`config.mk`:
```
export PLATFORM = sky130hd
export DESIGN_NAME = exe_mem_pipe_reg
export DESIGN_NICKNAME = d
export VERILOG_FILES = /design/src/rtl/pipe_pkg.sv /design/src/rtl/exe_mem_slice.sv /design/src/rtl/exe_mem_pipe_reg.sv
export SDC_FILE = /design/constraint.sdc
export NUM_CORES = 1
export LEC_CHECK = 0
export ABC_AREA = 1
export ABC_CLOCK_PERIOD_IN_PS = 800
export CELL_PAD_IN_SITES_DETAIL_PLACEMENT = 2
export CELL_PAD_IN_SITES_GLOBAL_PLACEMENT = 2
export CORE_MARGIN = 3
export CORE_UTILIZATION = 15
export DETAILED_ROUTE_END_ITERATION = 8
export PLACE_DENSITY_LB_ADDON = 0.08
export SETUP_SLACK_MARGIN = 0.1
export SLEW_MARGIN = 20
export SYNTH_ARGS = -nofsm -noshare
export SYNTH_HDL_FRONTEND = slang
export SYNTH_HIERARCHICAL = 1
export SYNTH_SLANG_ARGS = --single-unit
```
`constraint.sdc`:
```
create_clock -name clk -period 0.8 [get_ports clk]
set_input_delay 0.12 -clock clk [delete_from_list [all_inputs] [get_ports clk]]
set_output_delay 0.12 -clock clk [all_outputs]
set_load 0.005 [all_outputs]
```
`src/rtl/pipe_pkg.sv`:
```
// ---------------------------------------------------------------------------
// pipe_pkg
//   Shared definitions for the EXE->MEM pipeline register.
//
//   DATA_W_DEF      default width of the ALU result and store data
//   REG_ADDR_W_DEF  default width of a register address
//   MAX_DEPTH       largest supported number of register slices
//   exe_mem_slice_t packed layout of one slice at the default widths
//                   (valid, control bits, ALU result, store data, dest)
// ---------------------------------------------------------------------------
package pipe_pkg;

    localparam int DATA_W_DEF     = 32;
    localparam int REG_ADDR_W_DEF = 4;
    localparam int MAX_DEPTH      = 4;

    typedef struct packed {
        logic                      valid;
        logic                      wb_en;
        logic                      mem_r_en;
        logic                      mem_w_en;
        logic [DATA_W_DEF-1:0]     alu_res;
        logic [DATA_W_DEF-1:0]     val_rm;
        logic [REG_ADDR_W_DEF-1:0] dest;
    } exe_mem_slice_t;

endpackage : pipe_pkg

```
`src/rtl/exe_mem_slice.sv`:
```
// ---------------------------------------------------------------------------
// exe_mem_slice
//   One register slice of the EXE->MEM pipeline. Update priority on each
//   rising edge is rst > flush > freeze > load. Control bits are stored
//   already qualified by valid, so an empty slice never carries a write
//   enable. Also produces this slice's contribution to the hazard check.
//
//   Optional feature macro: EXE_MEM_INSTR_TRACE_EN
//     defined   - instr_d is registered alongside the data fields
//     undefined - no instruction register, instr_q is constant 0
//
//   Ports
//     clk, rst            clock, synchronous active-high reset
//     freeze, flush       hold contents / clear contents
//     *_d                 values to load (inputs or previous slice)
//     *_q                 registered slice contents
//     src1, src2, two_src ID-stage source registers for the hazard check
//     match               slice is a pending write to src1 or (used) src2
// ---------------------------------------------------------------------------
module exe_mem_slice
    import pipe_pkg::*;
#(
    parameter int DATA_W     = DATA_W_DEF,
    parameter int REG_ADDR_W = REG_ADDR_W_DEF
) (
    input  logic                  clk,
    input  logic                  rst,
    input  logic                  freeze,
    input  logic                  flush,
    input  logic                  valid_d,
    input  logic                  wb_en_d,
    input  logic                  mem_r_en_d,
    input  logic                  mem_w_en_d,
    input  logic [DATA_W-1:0]     alu_res_d,
    input  logic [DATA_W-1:0]     val_rm_d,
    input  logic [REG_ADDR_W-1:0] dest_d,
    input  logic [31:0]           instr_d,
    input  logic [REG_ADDR_W-1:0] src1,
    input  logic [REG_ADDR_W-1:0] src2,
    input  logic                  two_src,
    output logic                  valid_q,
    output logic                  wb_en_q,
    output logic                  mem_r_en_q,
    output logic                  mem_w_en_q,
    output logic [DATA_W-1:0]     alu_res_q,
    output logic [DATA_W-1:0]     val_rm_q,
    output logic [REG_ADDR_W-1:0] dest_q,
    output logic [31:0]           instr_q,
    output logic                  match
);

    // Same field order as pipe_pkg::exe_mem_slice_t, sized by this
    // instance's parameters.
    typedef struct packed {
        logic                  valid;
        logic                  wb_en;
        logic                  mem_r_en;
        logic                  mem_w_en;
        logic [DATA_W-1:0]     alu_res;
        logic [DATA_W-1:0]     val_rm;
        logic [REG_ADDR_W-1:0] dest;
    } slice_t;

    slice_t q;

    // NOTE: sequential state uses non-blocking assignment so every slice
    // samples its neighbour's pre-edge value and the chain shifts by one.
    always_ff @(posedge clk) begin
        if (rst || flush) begin
            // Reset and flush have the same effect: the slice is emptied
            // and its data cleared, so the priority between them is moot.
            q <= '0;
        end else if (!freeze) begin
            q.valid    <= valid_d;
            q.wb_en    <= wb_en_d    & valid_d;
            q.mem_r_en <= mem_r_en_d & valid_d;
            q.mem_w_en <= mem_w_en_d & valid_d;
            q.alu_res  <= alu_res_d;
            q.val_rm   <= val_rm_d;
            q.dest     <= dest_d;
        end
    end

    assign valid_q    = q.valid;
    assign wb_en_q    = q.wb_en;
    assign mem_r_en_q = q.mem_r_en;
    assign mem_w_en_q = q.mem_w_en;
    assign alu_res_q  = q.alu_res;
    assign val_rm_q   = q.val_rm;
    assign dest_q     = q.dest;

    // wb_en is already qualified by valid; valid is kept in the term so the
    // check does not depend on that invariant holding.
    assign match = q.valid && q.wb_en &&
                   ((q.dest == src1) || (two_src && (q.dest == src2)));

`ifdef EXE_MEM_INSTR_TRACE_EN
    logic [31:0] instr_r;

    always_ff @(posedge clk) begin
        if (rst || flush) begin
            instr_r <= '0;
        end else if (!freeze) begin
            instr_r <= instr_d;
        end
    end

    assign instr_q = instr_r;
`else
    // Trace disabled: the instruction word is accepted but not stored.
    logic unused_instr;
    assign unused_instr = ^instr_d;
    assign instr_q      = 32'h0;
`endif

endmodule : exe_mem_slice

```
`src/rtl/exe_mem_pipe_reg.sv`:
```
// ---------------------------------------------------------------------------
// exe_mem_pipe_reg
//   EXE->MEM pipeline register built from DEPTH exe_mem_slice instances
//   (legal DEPTH 1..MAX_DEPTH, latency DEPTH cycles). Supports freeze
//   (stall), flush (squash) and reports whether an ID-stage source matches
//   the destination of any in-flight instruction that will write back.
//
//   Optional feature macro: EXE_MEM_INSTR_TRACE_EN
//     defined   - instruction_in travels with the data; instruction_out is
//                 the last slice's instruction
//     undefined - no instruction registers; instruction_out is 32'h0
//
//   Ports
//     clk, rst             clock, synchronous active-high reset
//     freeze, flush        hold all slices / squash all slices
//     valid_in ... dest_in EXE-stage instruction to capture
//     instruction_in       instruction word, trace only
//     src1_in, src2_in     ID-stage source registers
//     two_src_in           src2_in is used by the ID-stage instruction
//     *_out                contents of the last slice (registered)
//     hazard_out           combinational in-flight destination match
// ---------------------------------------------------------------------------
module exe_mem_pipe_reg
    import pipe_pkg::*;
#(
    parameter int DATA_W     = DATA_W_DEF,
    parameter int REG_ADDR_W = REG_ADDR_W_DEF,
    parameter int DEPTH      = 1
) (
    input  logic                  clk,
    input  logic                  rst,
    input  logic                  freeze,
    input  logic                  flush,
    input  logic                  valid_in,
    input  logic                  wb_en_in,
    input  logic                  mem_r_en_in,
    input  logic                  mem_w_en_in,
    input  logic [DATA_W-1:0]     alu_res_in,
    input  logic [DATA_W-1:0]     val_rm_in,
    input  logic [REG_ADDR_W-1:0] dest_in,
    input  logic [31:0]           instruction_in,
    input  logic [REG_ADDR_W-1:0] src1_in,
    input  logic [REG_ADDR_W-1:0] src2_in,
    input  logic                  two_src_in,
    output logic                  valid_out,
    output logic                  wb_en_out,
    output logic                  mem_r_en_out,
    output logic                  mem_w_en_out,
    output logic [DATA_W-1:0]     alu_result_out,
    output logic [DATA_W-1:0]     val_rm_out,
    output logic [REG_ADDR_W-1:0] dest_out,
    output logic [31:0]           instruction_out,
    output logic                  hazard_out
);

    // Per-slice load values (_d) and registered contents (_q).
    logic [DEPTH-1:0]      valid_d, valid_q;
    logic [DEPTH-1:0]      wb_en_d, wb_en_q;
    logic [DEPTH-1:0]      mem_r_en_d, mem_r_en_q;
    logic [DEPTH-1:0]      mem_w_en_d, mem_w_en_q;
    logic [DATA_W-1:0]     alu_res_d [DEPTH];
    logic [DATA_W-1:0]     alu_res_q [DEPTH];
    logic [DATA_W-1:0]     val_rm_d  [DEPTH];
    logic [DATA_W-1:0]     val_rm_q  [DEPTH];
    logic [REG_ADDR_W-1:0] dest_d    [DEPTH];
    logic [REG_ADDR_W-1:0] dest_q    [DEPTH];
    logic [31:0]           instr_d   [DEPTH];
    logic [31:0]           instr_q   [DEPTH];
    logic [DEPTH-1:0]      match;

    for (genvar k = 0; k < DEPTH; k++) begin : g_slice
        if (k == 0) begin : g_head
            // The head slice loads straight from the EXE stage.
            assign valid_d[k]    = valid_in;
            assign wb_en_d[k]    = wb_en_in;
            assign mem_r_en_d[k] = mem_r_en_in;
            assign mem_w_en_d[k] = mem_w_en_in;
            assign alu_res_d[k]  = alu_res_in;
            assign val_rm_d[k]   = val_rm_in;
            assign dest_d[k]     = dest_in;
            assign instr_d[k]    = instruction_in;
        end else begin : g_tail
            assign valid_d[k]    = valid_q[k-1];
            assign wb_en_d[k]    = wb_en_q[k-1];
            assign mem_r_en_d[k] = mem_r_en_q[k-1];
            assign mem_w_en_d[k] = mem_w_en_q[k-1];
            assign alu_res_d[k]  = alu_res_q[k-1];
            assign val_rm_d[k]   = val_rm_q[k-1];
            assign dest_d[k]     = dest_q[k-1];
            assign instr_d[k]    = instr_q[k-1];
        end

        // NOTE: every slice, not just the output one, is cleared on reset so
        // no stale instruction can surface or raise a hazard afterwards.
        exe_mem_slice #(
            .DATA_W     (DATA_W),
            .REG_ADDR_W (REG_ADDR_W)
        ) u_slice (
            .clk        (clk),
            .rst        (rst),
            .freeze     (freeze),
            .flush      (flush),
            .valid_d    (valid_d[k]),
            .wb_en_d    (wb_en_d[k]),
            .mem_r_en_d (mem_r_en_d[k]),
            .mem_w_en_d (mem_w_en_d[k]),
            .alu_res_d  (alu_res_d[k]),
            .val_rm_d   (val_rm_d[k]),
            .dest_d     (dest_d[k]),
            .instr_d    (instr_d[k]),
            .src1       (src1_in),
            .src2       (src2_in),
            .two_src    (two_src_in),
            .valid_q    (valid_q[k]),
            .wb_en_q    (wb_en_q[k]),
            .mem_r_en_q (mem_r_en_q[k]),
            .mem_w_en_q (mem_w_en_q[k]),
            .alu_res_q  (alu_res_q[k]),
            .val_rm_q   (val_rm_q[k]),
            .dest_q     (dest_q[k]),
            .instr_q    (instr_q[k]),
            .match      (match[k])
        );
    end

    // Outputs come straight from the last slice's flops.
    assign valid_out      = valid_q[DEPTH-1];
    assign wb_en_out      = wb_en_q[DEPTH-1];
    assign mem_r_en_out   = mem_r_en_q[DEPTH-1];
    assign mem_w_en_out   = mem_w_en_q[DEPTH-1];
    assign alu_result_out = alu_res_q[DEPTH-1];
    assign val_rm_out     = val_rm_q[DEPTH-1];
    assign dest_out       = dest_q[DEPTH-1];
    // Without the trace build every slice drives a constant 0 here.
    assign instruction_out = instr_q[DEPTH-1];

    // NOTE: combinational block assigns its output unconditionally, so no
    // latch can be inferred.
    always_comb begin
        hazard_out = |match;
    end

endmodule : exe_mem_pipe_reg

```
* After elaboration in Yosys (flattened, before gate mapping) *
Index checks and enable logic that the tools add are counted.
W data, S select, Z words.

word-level totals
  memories kept = 0
  register bits after elaboration = 72
  bits in latches = 0
  bits in writable memories = 0
  memory bits (read-only) = 0
  word-level logic and storage cells = 17

cells by class
  shift-type cells = 0
  add/sub/neg operators = 0
  bitwise logic cells = 3
  reduce and logical (&&, ||, !) cells = 5
  muxes and demuxes = 0
  $lt $le $gt $ge = 0
  equal/unequal tests = 2
  multipliers = 0
  divide/modulo/power cells = 0

operator list
  kind                 number
  $eq A4 B4 Y1         2
  $and A1 B1 Y1        3
  $logic_and A1 B1 Y1  3
  $logic_or A1 B1 Y1   2

* Depth between registers and ports, before layout *
Gate-level depths: netlist of the first run.

  word-level depth = 4
  mapped depth = 6

* Least setup slack after synthesis of the first run *
No wires, ideal clock.

  path kind = reg2out
  from = register g_slice[0].u_slice.q (netlist bit g_slice[0].u_slice/dest_q[2])
  to = output hazard_out
  data arrival time = 0.823 ns
  data required time = 0.680 ns
  cell stages (with the launch flop) = 7
  path slack = -0.143 ns
  path buffers = 0
  path through = dfxtp_1 -> inv_1 -> nand2_1 -> nand2_1 -> nor2_1 -> nand2_1 -> a21oi_1

on the way
  longest elaborated chain between the ends = 4
  elaborated cells between the ends (all ways) = 5

ends and longest elaborated chain
  item                   RTL line                text
  start: declaration     exe_mem_slice.sv:64     slice_t q;
  $eq A4 B4 Y1           exe_mem_slice.sv:95     ((q.dest == src1) || (two_src && (q.dest == src2)));
  $logic_and A1 B1 Y1    exe_mem_slice.sv:95
  $logic_or A1 B1 Y1 *   exe_mem_slice.sv:95
  $logic_and A1 B1 Y1 *  exe_mem_slice.sv:94     assign match = q.valid && q.wb_en &&
  end: declaration       exe_mem_pipe_reg.sv:53  output logic hazard_out

Mark *: on every way between the ends. The rest lies on a longest branch, timed or not.

* Worst setup path after layout of the first run *
  from = register g_slice[0].u_slice.q (netlist bit g_slice[0].u_slice/dest_q[3])
  to = output hazard_out

Same word-level chain as after synthesis.

==> flow_metrics.env, run 1 <==
export IMPL_outcome="finished, violations left"
export IMPL_violations="negative setup slack"
export IMPL_cts_root_buffer="clkbuf_16"
export IMPL_internal_power_w=0.00789
export IMPL_yosysMostFrequentCell="nand2_1"
export IMPL_cts_tree="yes"
export IMPL_endpoint="hazard_out"
export IMPL_cp_data_required_time_ps=680
export IMPL_via_per_inst=3.78
export IMPL_max_clock_path_buffers=2
export IMPL_final_cells=853
export IMPL_holdWs_ps=169
export IMPL_portBuffers=157
export IMPL_ys_seq_area_share_pct=48.1
export IMPL_grt_start_max_net_pins=43
export IMPL_start_util_pct=15.3
export IMPL_dr_pass1_iters=4
export IMPL_synth_area_leaders="dfxtp_1, nand2_1, a21oi_1"
export IMPL_place_ws_ps=-926
export IMPL_grt_overflow=0
export IMPL_coreArea_um2=19500
export IMPL_nFillCells=2220
export IMPL_fp_dieW_um=147
export IMPL_worstReg2RegEnd="g_slice[0].u_slice/dest_q[1]"
export IMPL_synth_top_cells_by_count="nand2_1, dfxtp_1, a21oi_1"
export IMPL_async_flop_share_pct=0
export IMPL_critPathArrivalTime_ps=1260
export IMPL_finalNetCount=700
export IMPL_post_route_util_pct=30.9
export IMPL_drt_iter0_drc=41
export IMPL_drive_gt1_share_pct=53.2
export IMPL_synth_top_cell_area_share_pct=48.1
export IMPL_crit_path_start_kind="flip-flop"
export IMPL_tns_ps=-7950
export IMPL_rows=51
export IMPL_power_density_nw_per_um2=1710
export IMPL_synth_edf_count=0
export IMPL_hold_viol=0
export IMPL_rsz0062_at_grt="true"
export IMPL_grt_pass1_vias=3517
export IMPL_dieArea_um2=21700
export IMPL_ys_types=17
export IMPL_drv_slew=0
export IMPL_maxClockFrequency_ghz=0.724
export IMPL_fin_ws_ps=-581
export IMPL_path_clk_slew_ps=60
export IMPL_switching_share_pct=23.5
export IMPL_r2r_cells=4
export IMPL_hpwl_mm=8.66
export IMPL_fin_skew_ps=0
export IMPL_p_sw_w=0.00242
export IMPL_grt_util_all_layers_pct=11.9
export IMPL_ant_nets=0
export IMPL_syn_inst=385
export IMPL_crit_fanout=4
export IMPL_min_path_type="in -> reg"
export IMPL_irDropWorstVdd_uv=1030
export IMPL_ys_ff_latch=72
export IMPL_fin_crit_sh_pct=173
export IMPL_place_inst=804
export IMPL_cts_htree_levels=3
export IMPL_area_delta_synth_final_pct=102
export IMPL_crit_start="g_slice[0].u_slice/dest_q[3]"
export IMPL_n_antenna_cell=0
export IMPL_ctsHoldBuffers=0
export IMPL_pwr_share_seq_pct=36.9
export IMPL_clockPowerShare_pct=47.3
export IMPL_regToRegSetupSlack_ps=-90
export IMPL_wl_per_cell_um=15.2
export IMPL_io_pin_count=222
export IMPL_drc=0
export IMPL_routed_wl_mm=13.0
export IMPL_comb_power_share_pct=15.9
export IMPL_path_class="reg -> out"
export IMPL_leakagePower_nw=2.47
export IMPL_cts_made_buffers=9
export IMPL_endpoint_kind="output pin"
export IMPL_synth_area_um2=2990
export IMPL_yosysWarnings=6
export IMPL_cts_sinks=72
export IMPL_syn_mean_instance_area_um2=7.78
export IMPL_fin_crit_ps=1380
export IMPL_synthFlopType="dfxtp_1"
export IMPL_clock_latency_ps=340
export IMPL_reg2reg_from="g_slice[0].u_slice/dest_q[1]"
export IMPL_routabilityCongestion=0.685
export IMPL_via_count=3224
export IMPL_finalSetupViolCount=75
export IMPL_yosysTopAreaCell="dfxtp_1"
export IMPL_grt_first_pass_wirelength_mm=20.1
export IMPL_die_h_um=147
export IMPL_antenna_found_initial=2
export IMPL_maxCapViolCount=0
per-layer routing:
metal	vias to the layer above	GRT usage, %	wire, um
met5	-	0	27
met4	4	4.05	169
met3	13	4.75	1050
met2	111	19.4	6170
met1	1545	14.3	5540
li1	1551	-	-
metrics by stage:
step	area, um^2	power [W]
floorplan	3430	0.00455
global placement	5080	0.00524
detailed placement	5080	0.00525
CTS	5760	0.0105
global route	6040	0.0108
finish	6040	0.0103
sequential cells by signal, indices dropped and copies added, names as in the netlist:
| name | count |
|---|---|
| g_slice.u_slice/alu_res_q | 32 |
| g_slice.u_slice/dest_q | 4 |
| g_slice.u_slice/mem_r_en_q | 1 |
| g_slice.u_slice/mem_w_en_q | 1 |
| g_slice.u_slice/val_rm_q | 32 |
| g_slice.u_slice/valid_q | 1 |
| g_slice.u_slice/wb_en_q | 1 |
layout by cell type (no fill, tap or decap), drive strengths merged:
master         Yosys  routed
nand3              4       4
conb               1      32
clkinv             1       2
clkbuf             4      11
nand2            156     156
clkdlybuf4s50      0      80
dfxtp             72      72
clkinvlp           0       1
nor2               9       9
o21ai              1       1
or2                1       2
a211oi             4       4
inv               11      11
dlymetal6s2s       0       1
buf               52     130
bufinv             0       3
a21oi             69      69
power groups by stage:
| stage | Sequential (W) | Clock, W | Combinational [W] |
|---|---|---|---|
| floorplan | 0.00385 | 0 | 0.000698 |
| global placement | 0.00384 | 0 | 0.00139 |
| detailed placement | 0.00385 | 0 | 0.00141 |
| CTS | 0.00379 | 0.00510 | 0.00159 |
| global route | 0.00381 | 0.00519 | 0.00179 |
| finish | 0.00380 | 0.00487 | 0.00163 |
worst max-delay path, stage by stage (launching register included):
cell and delay [ps]:
dfxtp_4 380, inv_4 40, nand2_2 50, nand2_2 50, nor2_2 90, nand2_1 70
a21oi_2 120, buf_2 120
worst min-delay path by stage:
| stage | start | endpoint | depth (start not counted) |
|---|---|---|---|
| after floorplan | alu_res_in[10] | g_slice[0].u_slice/alu_res_q[10] | 2 |
| after detailed placement | g_slice[0].u_slice/alu_res_q[5] | g_slice[0].u_slice/alu_res_q[5] | 2 |
| after global routing | valid_in | g_slice[0].u_slice/valid_q | 3 |
| after global placement | g_slice[0].u_slice/val_rm_q[8] | g_slice[0].u_slice/val_rm_q[8] | 2 |
| after CTS | freeze | g_slice[0].u_slice/val_rm_q[21] | 4 |
| final | valid_in | g_slice[0].u_slice/valid_q | 3 |
logic make-up (layout without fill, tap and decap cells):
| family | after synthesis | after routing | share of synthesized area [%] |
|---|---|---|---|
| DFF | 72 | 72 | 48.1 |
| buffers and inverters | 68 | 239 | 16.8 |
| other | 1 | 32 | 0.125 |
| AOI/OAI and AO/OA | 74 | 74 | 13.4 |
| and+or+nand+nor | 170 | 171 | 21.6 |
cell type report:
type	instances	area, um^2	area share, %
Timing Repair Buffer	211	2290	37.9
Sequential cell	72	1540	25.5
Multi-Input combinational cell	277	1470	24.4
Clock inverter	5	103	1.70
Tap cell	265	332	5.49
Clock buffer	11	253	4.19
Inverter	12	51.3	0.850
timing repair:
item                       4_1_cts  5_1_grt
resized for setup              426       49
setup buffers                   16       15
pin swaps                        7       28
setup endpoints to repair      145      102
gates cloned                     8        0
Power figures use the tool's default switching activity.
==> run 2, diff against run 1 <==
==> constraint.sdc (replaced) <==
create_clock -name clk -period 0.8 [get_ports clk]
set_input_delay 0.12 -clock clk [delete_from_list [all_inputs] [get_ports clk]]
set_output_delay 0.12 -clock clk [all_outputs]
set_load 0.02 [all_outputs]
==> run 2 against run 1 <==
Effect of this change:
- the run still ends with negative setup slack left
- worst hold slack worse by 29 ps
- power down 2.4%
- count of clock-buffer cells in the layout down 2
- utilization up 0.62 points
- wire length up 0.93%
- combinational power up 18%
- global-route usage about the same
- final cell count down 0.12%
- largest cell class unchanged
==> flow_metrics.env, run 2 (synthesis gave the netlist of run 1 again) <==
export IMPL_grt_util_all_layers_pct=11.9
export IMPL_r2r_cells=4
export IMPL_hold_viol=0
export IMPL_max_clock_path_buffers=2
export IMPL_holdWs_ps=140
export IMPL_layout_commonest_cell="nand2_1"
export IMPL_nFillCells=2182
export IMPL_ant_nets=0
export IMPL_critPathArrivalTime_ps=1330
export IMPL_clock_latency_ps=330
export IMPL_hpwl_mm=8.71
export IMPL_crit_chain="inv_4 > nand2_2 > nand2_2 > nor2_2 > nand3_2 > a21oi_4 > buf_6"
export IMPL_violations="negative setup slack"
export IMPL_grt_overflow=0
export IMPL_slowest_stage="dfxtp_4"
export IMPL_via_count=3192
export IMPL_endpoint_kind="output pin"
export IMPL_design_area_um2=6160
export IMPL_cts_made_buffers=9
export IMPL_fin_crit_ps=1450
export IMPL_crit_path_start_kind="flip-flop"
export IMPL_rows=51
export IMPL_drt_iter0_drc=56
export IMPL_dr_pass1_iters=4
export IMPL_area_delta_synth_final_pct=106
export IMPL_cts_htree_levels=3
export IMPL_most_common_layout_cells="nand2_1, buf_6, clkdlybuf4s50_1"
export IMPL_drive_gt1_share_pct=55.9
export IMPL_coreArea_um2=19500
export IMPL_place_ws_ps=-1090
export IMPL_rsz0062_at_grt="true"
export IMPL_post_route_util_pct=31.5
export IMPL_finalNetCount=700
export IMPL_antenna_found_initial=1
export IMPL_min_path_type="in -> reg"
export IMPL_portBuffers=157
export IMPL_hp_start="valid_in"
export IMPL_finalSetupViolCount=75
export IMPL_maxCapViolCount=0
export IMPL_cts_root_buffer="clkbuf_16"
export IMPL_endpoint="hazard_out"
export IMPL_die_h_um=147
export IMPL_cts_sinks=72
export IMPL_routabilityCongestion=0.685
export IMPL_crit_start="g_slice[0].u_slice/dest_q[0]"
export IMPL_critical_path_top_delay_family="flip-flops"
export IMPL_leakagePower_nw=2.51
export IMPL_place_area_um2=5110
export IMPL_slowest_delay_ps=370
export IMPL_ctsHoldBuffers=0
export IMPL_cp_data_required_time_ps=680
export IMPL_crit_fanout=4
export IMPL_worstReg2RegEnd="g_slice[0].u_slice/dest_q[1]"
export IMPL_cpMostUsedCell="nand2_2"
export IMPL_dieArea_um2=21700
export IMPL_irDropWorstVdd_uv=878
export IMPL_path_clk_slew_ps=60
export IMPL_drc=0
export IMPL_power_density_nw_per_um2=1630
export IMPL_path_depth=7
export IMPL_maxClockFrequency_ghz=0.690
export IMPL_n_antenna_cell=0
export IMPL_grt_first_pass_wirelength_mm=20.2
export IMPL_start_util_pct=15.3
export IMPL_wl_per_cell_um=15.3
export IMPL_io_pin_count=222
export IMPL_via_per_inst=3.75
export IMPL_reg2reg_from="g_slice[0].u_slice/dest_q[1]"
export IMPL_fin_crit_sh_pct=181
export IMPL_routed_wl_mm=13.1
export IMPL_tns_ps=-9220
export IMPL_regToRegSetupSlack_ps=-100
export IMPL_fp_dieW_um=147
export IMPL_grt_start_max_net_pins=33
export IMPL_cts_tree="yes"
export IMPL_cp_num_buf_inv=2
export IMPL_grt_pass1_vias=3472
export IMPL_outcome="finished, violations left"
export IMPL_path_class="reg -> out"
export IMPL_fin_ws_ps=-650
export IMPL_drv_slew=0
export IMPL_fin_skew_ps=0
-- run 2: cell count changes in the layout (fill, tap and decap cells not counted), moves of 4 or more --
cell / before / now
buf_6: 74 / 91
buf_2: 17 / 2
nand2_1: 142 / 130
nand2_2: 14 / 22
buf_16: 7 / 2
nand2_4: 0 / 4
-- run 2: worst min path at each step --
stage | cells past startpoint | slack, ps | to
finish | 3 | 140 | g_slice[0].u_slice/valid_q
global route | 3 | 140 | g_slice[0].u_slice/valid_q
CTS | 4 | 280 | g_slice[0].u_slice/val_rm_q[31]
detailed placement | 2 | 470 | g_slice[0].u_slice/val_rm_q[27]
global placement | 2 | 460 | g_slice[0].u_slice/alu_res_q[6]
floorplan | 2 | 270 | g_slice[0].u_slice/alu_res_q[10]
-- run 2: area by class of cell --
| cell class | count | area, um^2 | share of cell area (%) |
|---|---|---|---|
| inverter | 12 | 58.8 | 0.955 |
| clock inverter | 6 | 82.6 | 1.34 |
| timing repair buffer | 211 | 2370 | 38.5 |
| clock buffer | 9 | 225 | 3.66 |
| tap | 265 | 332 | 5.38 |
| multi-input combinational | 277 | 1550 | 25.1 |
| sequential | 72 | 1540 | 25.0 |
-- run 2: metal layers --
| layer | global-route usage [%] | wire length (um) | part of all wire [%] |
|---|---|---|---|
| met1 | 15.4 | 5990 | 46 |
| met2 | 18.4 | 5920 | 45 |
| met3 | 5.12 | 1040 | 7.9 |
| met4 | 2.94 | 111 | 0.85 |
| met5 | 0 | 13 | 0.099 |
-- run 2: timing repair --
action,4_1_cts,5_1_grt
buffers inserted,13,27
endpoints found under the setup margin,145,108
gates cloned,6,1
resized for setup,511,58
pin swaps,14,33
-- run 2: power by group --
group          switching [W]  total, W  internal (W)
sequential         0.0000925   0.00381       0.00371
clock                0.00162   0.00433       0.00271
combinational       0.000925   0.00192      0.000997
-- run 2: per-stage QoR --
step	instances	power, W
after floorplan	416	0.00478
after global placement	804	0.00547
after detailed placement	804	0.00549
after CTS	834	0.0102
after global routing	852	0.0106
final	852	0.0101
-- run 2: tightest hold or removal path, delay by kind of cell --
| family | cells | cell delay, ps |
|---|---|---|
| buffers and inverters | 1 | 170 |
| AND/OR/NAND/NOR | 1 | 100 |
| AO/OA/AOI/OAI | 1 | 50 |
==> run 3, diff against run 2 <==
- REMOVE_ABC_BUFFERS: unset -> 1
==> run 3 against run 2 <==
Effect of this change:
- the flow still finishes with violations (negative setup slack)
- sequential share of layout area increased by 1.3 points
- power decreased by 5.9%
- wire length increased by 1.1%
- largest power group unchanged
- fmax increased by 0.22%
==> flow_metrics.env, run 3 (synthesis gave the netlist of run 1 again) <==
export IMPL_ant_nets=0
export IMPL_cts_tree="yes"
export IMPL_worstReg2RegEnd="g_slice[0].u_slice/dest_q[3]"
export IMPL_drt_iter0_drc=33
export IMPL_via_count=3202
export IMPL_irDropWorstVdd_uv=927
export IMPL_crit_start="g_slice[0].u_slice/dest_q[2]"
export IMPL_routed_wl_mm=13.2
export IMPL_coreArea_um2=19500
export IMPL_routabilityCongestion=0.654
export IMPL_fin_ws_ps=-647
export IMPL_violations="negative setup slack"
export IMPL_grt_first_pass_wirelength_mm=19.7
export IMPL_fin_crit_ps=1450
export IMPL_drc=0
export IMPL_fp_dieW_um=147
export IMPL_rows=51
export IMPL_rsz0062_at_grt="true"
export IMPL_layout_commonest_cell="nand2_1"
export IMPL_cp_num_buf_inv=2
export IMPL_slowest_stage="dfxtp_4"
export IMPL_cts_htree_levels=3
export IMPL_crit_path_start_kind="flip-flop"
export IMPL_outcome="finished, violations left"
export IMPL_crit_chain="inv_2 > nand2_1 > nand2_1 > nor2_1 > nand3_1 > a21oi_2 > buf_6"
export IMPL_max_clock_path_buffers=2
export IMPL_wl_per_cell_um=15.5
export IMPL_place_area_um2=4780
export IMPL_r2r_cells=3
export IMPL_dieArea_um2=21700
export IMPL_cts_sinks=72
export IMPL_dr_pass1_iters=4
export IMPL_critPathArrivalTime_ps=1330
export IMPL_nFillCells=2219
export IMPL_cpMostUsedCell="nand2_1"
export IMPL_ctsHoldBuffers=0
export IMPL_hold_viol=0
export IMPL_die_h_um=147
export IMPL_crit_fanout=4
export IMPL_path_clk_slew_ps=60
export IMPL_endpoint_kind="output pin"
export IMPL_slowest_delay_ps=370
export IMPL_endpoint="hazard_out"
export IMPL_holdWs_ps=276
export IMPL_cp_data_required_time_ps=680
export IMPL_start_util_pct=15.3
export IMPL_maxCapViolCount=0
export IMPL_via_per_inst=3.76
export IMPL_min_path_type="in -> reg"
export IMPL_critical_path_top_delay_family="flip-flops"
export IMPL_path_depth=7
export IMPL_drive_gt1_share_pct=46.4
export IMPL_hpwl_mm=8.45
export IMPL_fin_skew_ps=0
export IMPL_fin_crit_sh_pct=181
export IMPL_io_pin_count=222
export IMPL_grt_start_max_net_pins=31
export IMPL_clock_latency_ps=340
export IMPL_design_area_um2=5840
export IMPL_n_antenna_cell=0
export IMPL_reg2reg_from="g_slice[0].u_slice/dest_q[3]"
export IMPL_finalSetupViolCount=73
export IMPL_antenna_found_initial=1
export IMPL_grt_overflow=0
export IMPL_area_delta_synth_final_pct=95.2
export IMPL_regToRegSetupSlack_ps=10
export IMPL_cts_root_buffer="clkbuf_16"
export IMPL_path_class="reg -> out"
export IMPL_grt_pass1_vias=3434
export IMPL_most_common_layout_cells="nand2_1, buf_6, clkdlybuf4s50_1"
export IMPL_drv_slew=0
export IMPL_maxClockFrequency_ghz=0.691
export IMPL_grt_util_all_layers_pct=11.9
export IMPL_power_density_nw_per_um2=1620
export IMPL_cts_made_buffers=9
export IMPL_leakagePower_nw=2.41
export IMPL_finalNetCount=698
export IMPL_portBuffers=157
run 3: through the flow:
stage / cells / worst slack, ps / power, W / utilization [%] / TNS (ps)
2_1_floorplan: 360 / -824 / 0.00439 / - / -58210
3_3_place_gp: 802 / -1020 / 0.00534 / 24.5 / -52500
3_5_place_dp: 802 / -1030 / 0.00536 / 24.5 / -53630
4_1_cts: 837 / -682 / 0.00964 / 28.8 / -10990
5_1_grt: 851 / -750 / 0.0100 / 29.9 / -12070
6_report: 851 / -647 / 0.00947 / 29.9 / -9240
run 3: what timing repair did:
item | in CTS | in global routing
gates resized for setup | 531 | 45
cloned | 5 | 0
pin swaps | 7 | 26
buffers inserted | 19 | 20
setup endpoints to repair | 145 | 103
run 3: final cells by class:
| cell class | instances | area (um^2) | share of cell area, % |
|---|---|---|---|
| clock buffer | 11 | 243 | 4.15 |
| clock inverter | 5 | 32.5 | 0.557 |
| inverter | 12 | 51.3 | 0.878 |
| multi-input combinational | 276 | 1330 | 22.8 |
| sequential | 72 | 1540 | 26.3 |
| tap | 265 | 332 | 5.67 |
| timing repair buffer | 210 | 2310 | 39.6 |
run 3: worst min-delay path by stage:
stage,start,to,slack [ps],cells after the start
final,freeze,g_slice[0].u_slice/val_rm_q[19],280,4
after global routing,freeze,g_slice[0].u_slice/alu_res_q[20],290,4
after CTS,freeze,g_slice[0].u_slice/mem_w_en_q,270,4
after detailed placement,g_slice[0].u_slice/alu_res_q[13],g_slice[0].u_slice/alu_res_q[13],460,2
after global placement,g_slice[0].u_slice/val_rm_q[16],g_slice[0].u_slice/val_rm_q[16],450,2
after floorplan,freeze,g_slice[0].u_slice/dest_q[1],210,1
run 3: metal layers:
metal	wire, um	GRT usage [%]	share of wire (%)	vias to the layer above
met3	1200	5.98	9.0	15
met2	6360	19.4	48	110
li1	-	-	-	1546
met5	9	0	0.068	-
met4	153	3.49	1.2	2
met1	5490	13.7	42	1529
run 3: report_power, final:
group / switching, W / internal (W) / total, W / leakage, nW
combinational: 0.000863 / 0.000938 / 0.00180 / 1.66
sequential: 0.0000865 / 0.00372 / 0.00380 / 0.620
clock: 0.00169 / 0.00218 / 0.00386 / 0.128
total: 0.00264 / 0.00683 / 0.00947 / 2.41
run 3: worst reg2reg max path, delay by kind of cell (launching register included):
family | cells | cell delay (ps)
flip-flops | 1 | 370
buffers and inverters | 2 | 140
AO/OA/AOI/OAI | 1 | 190
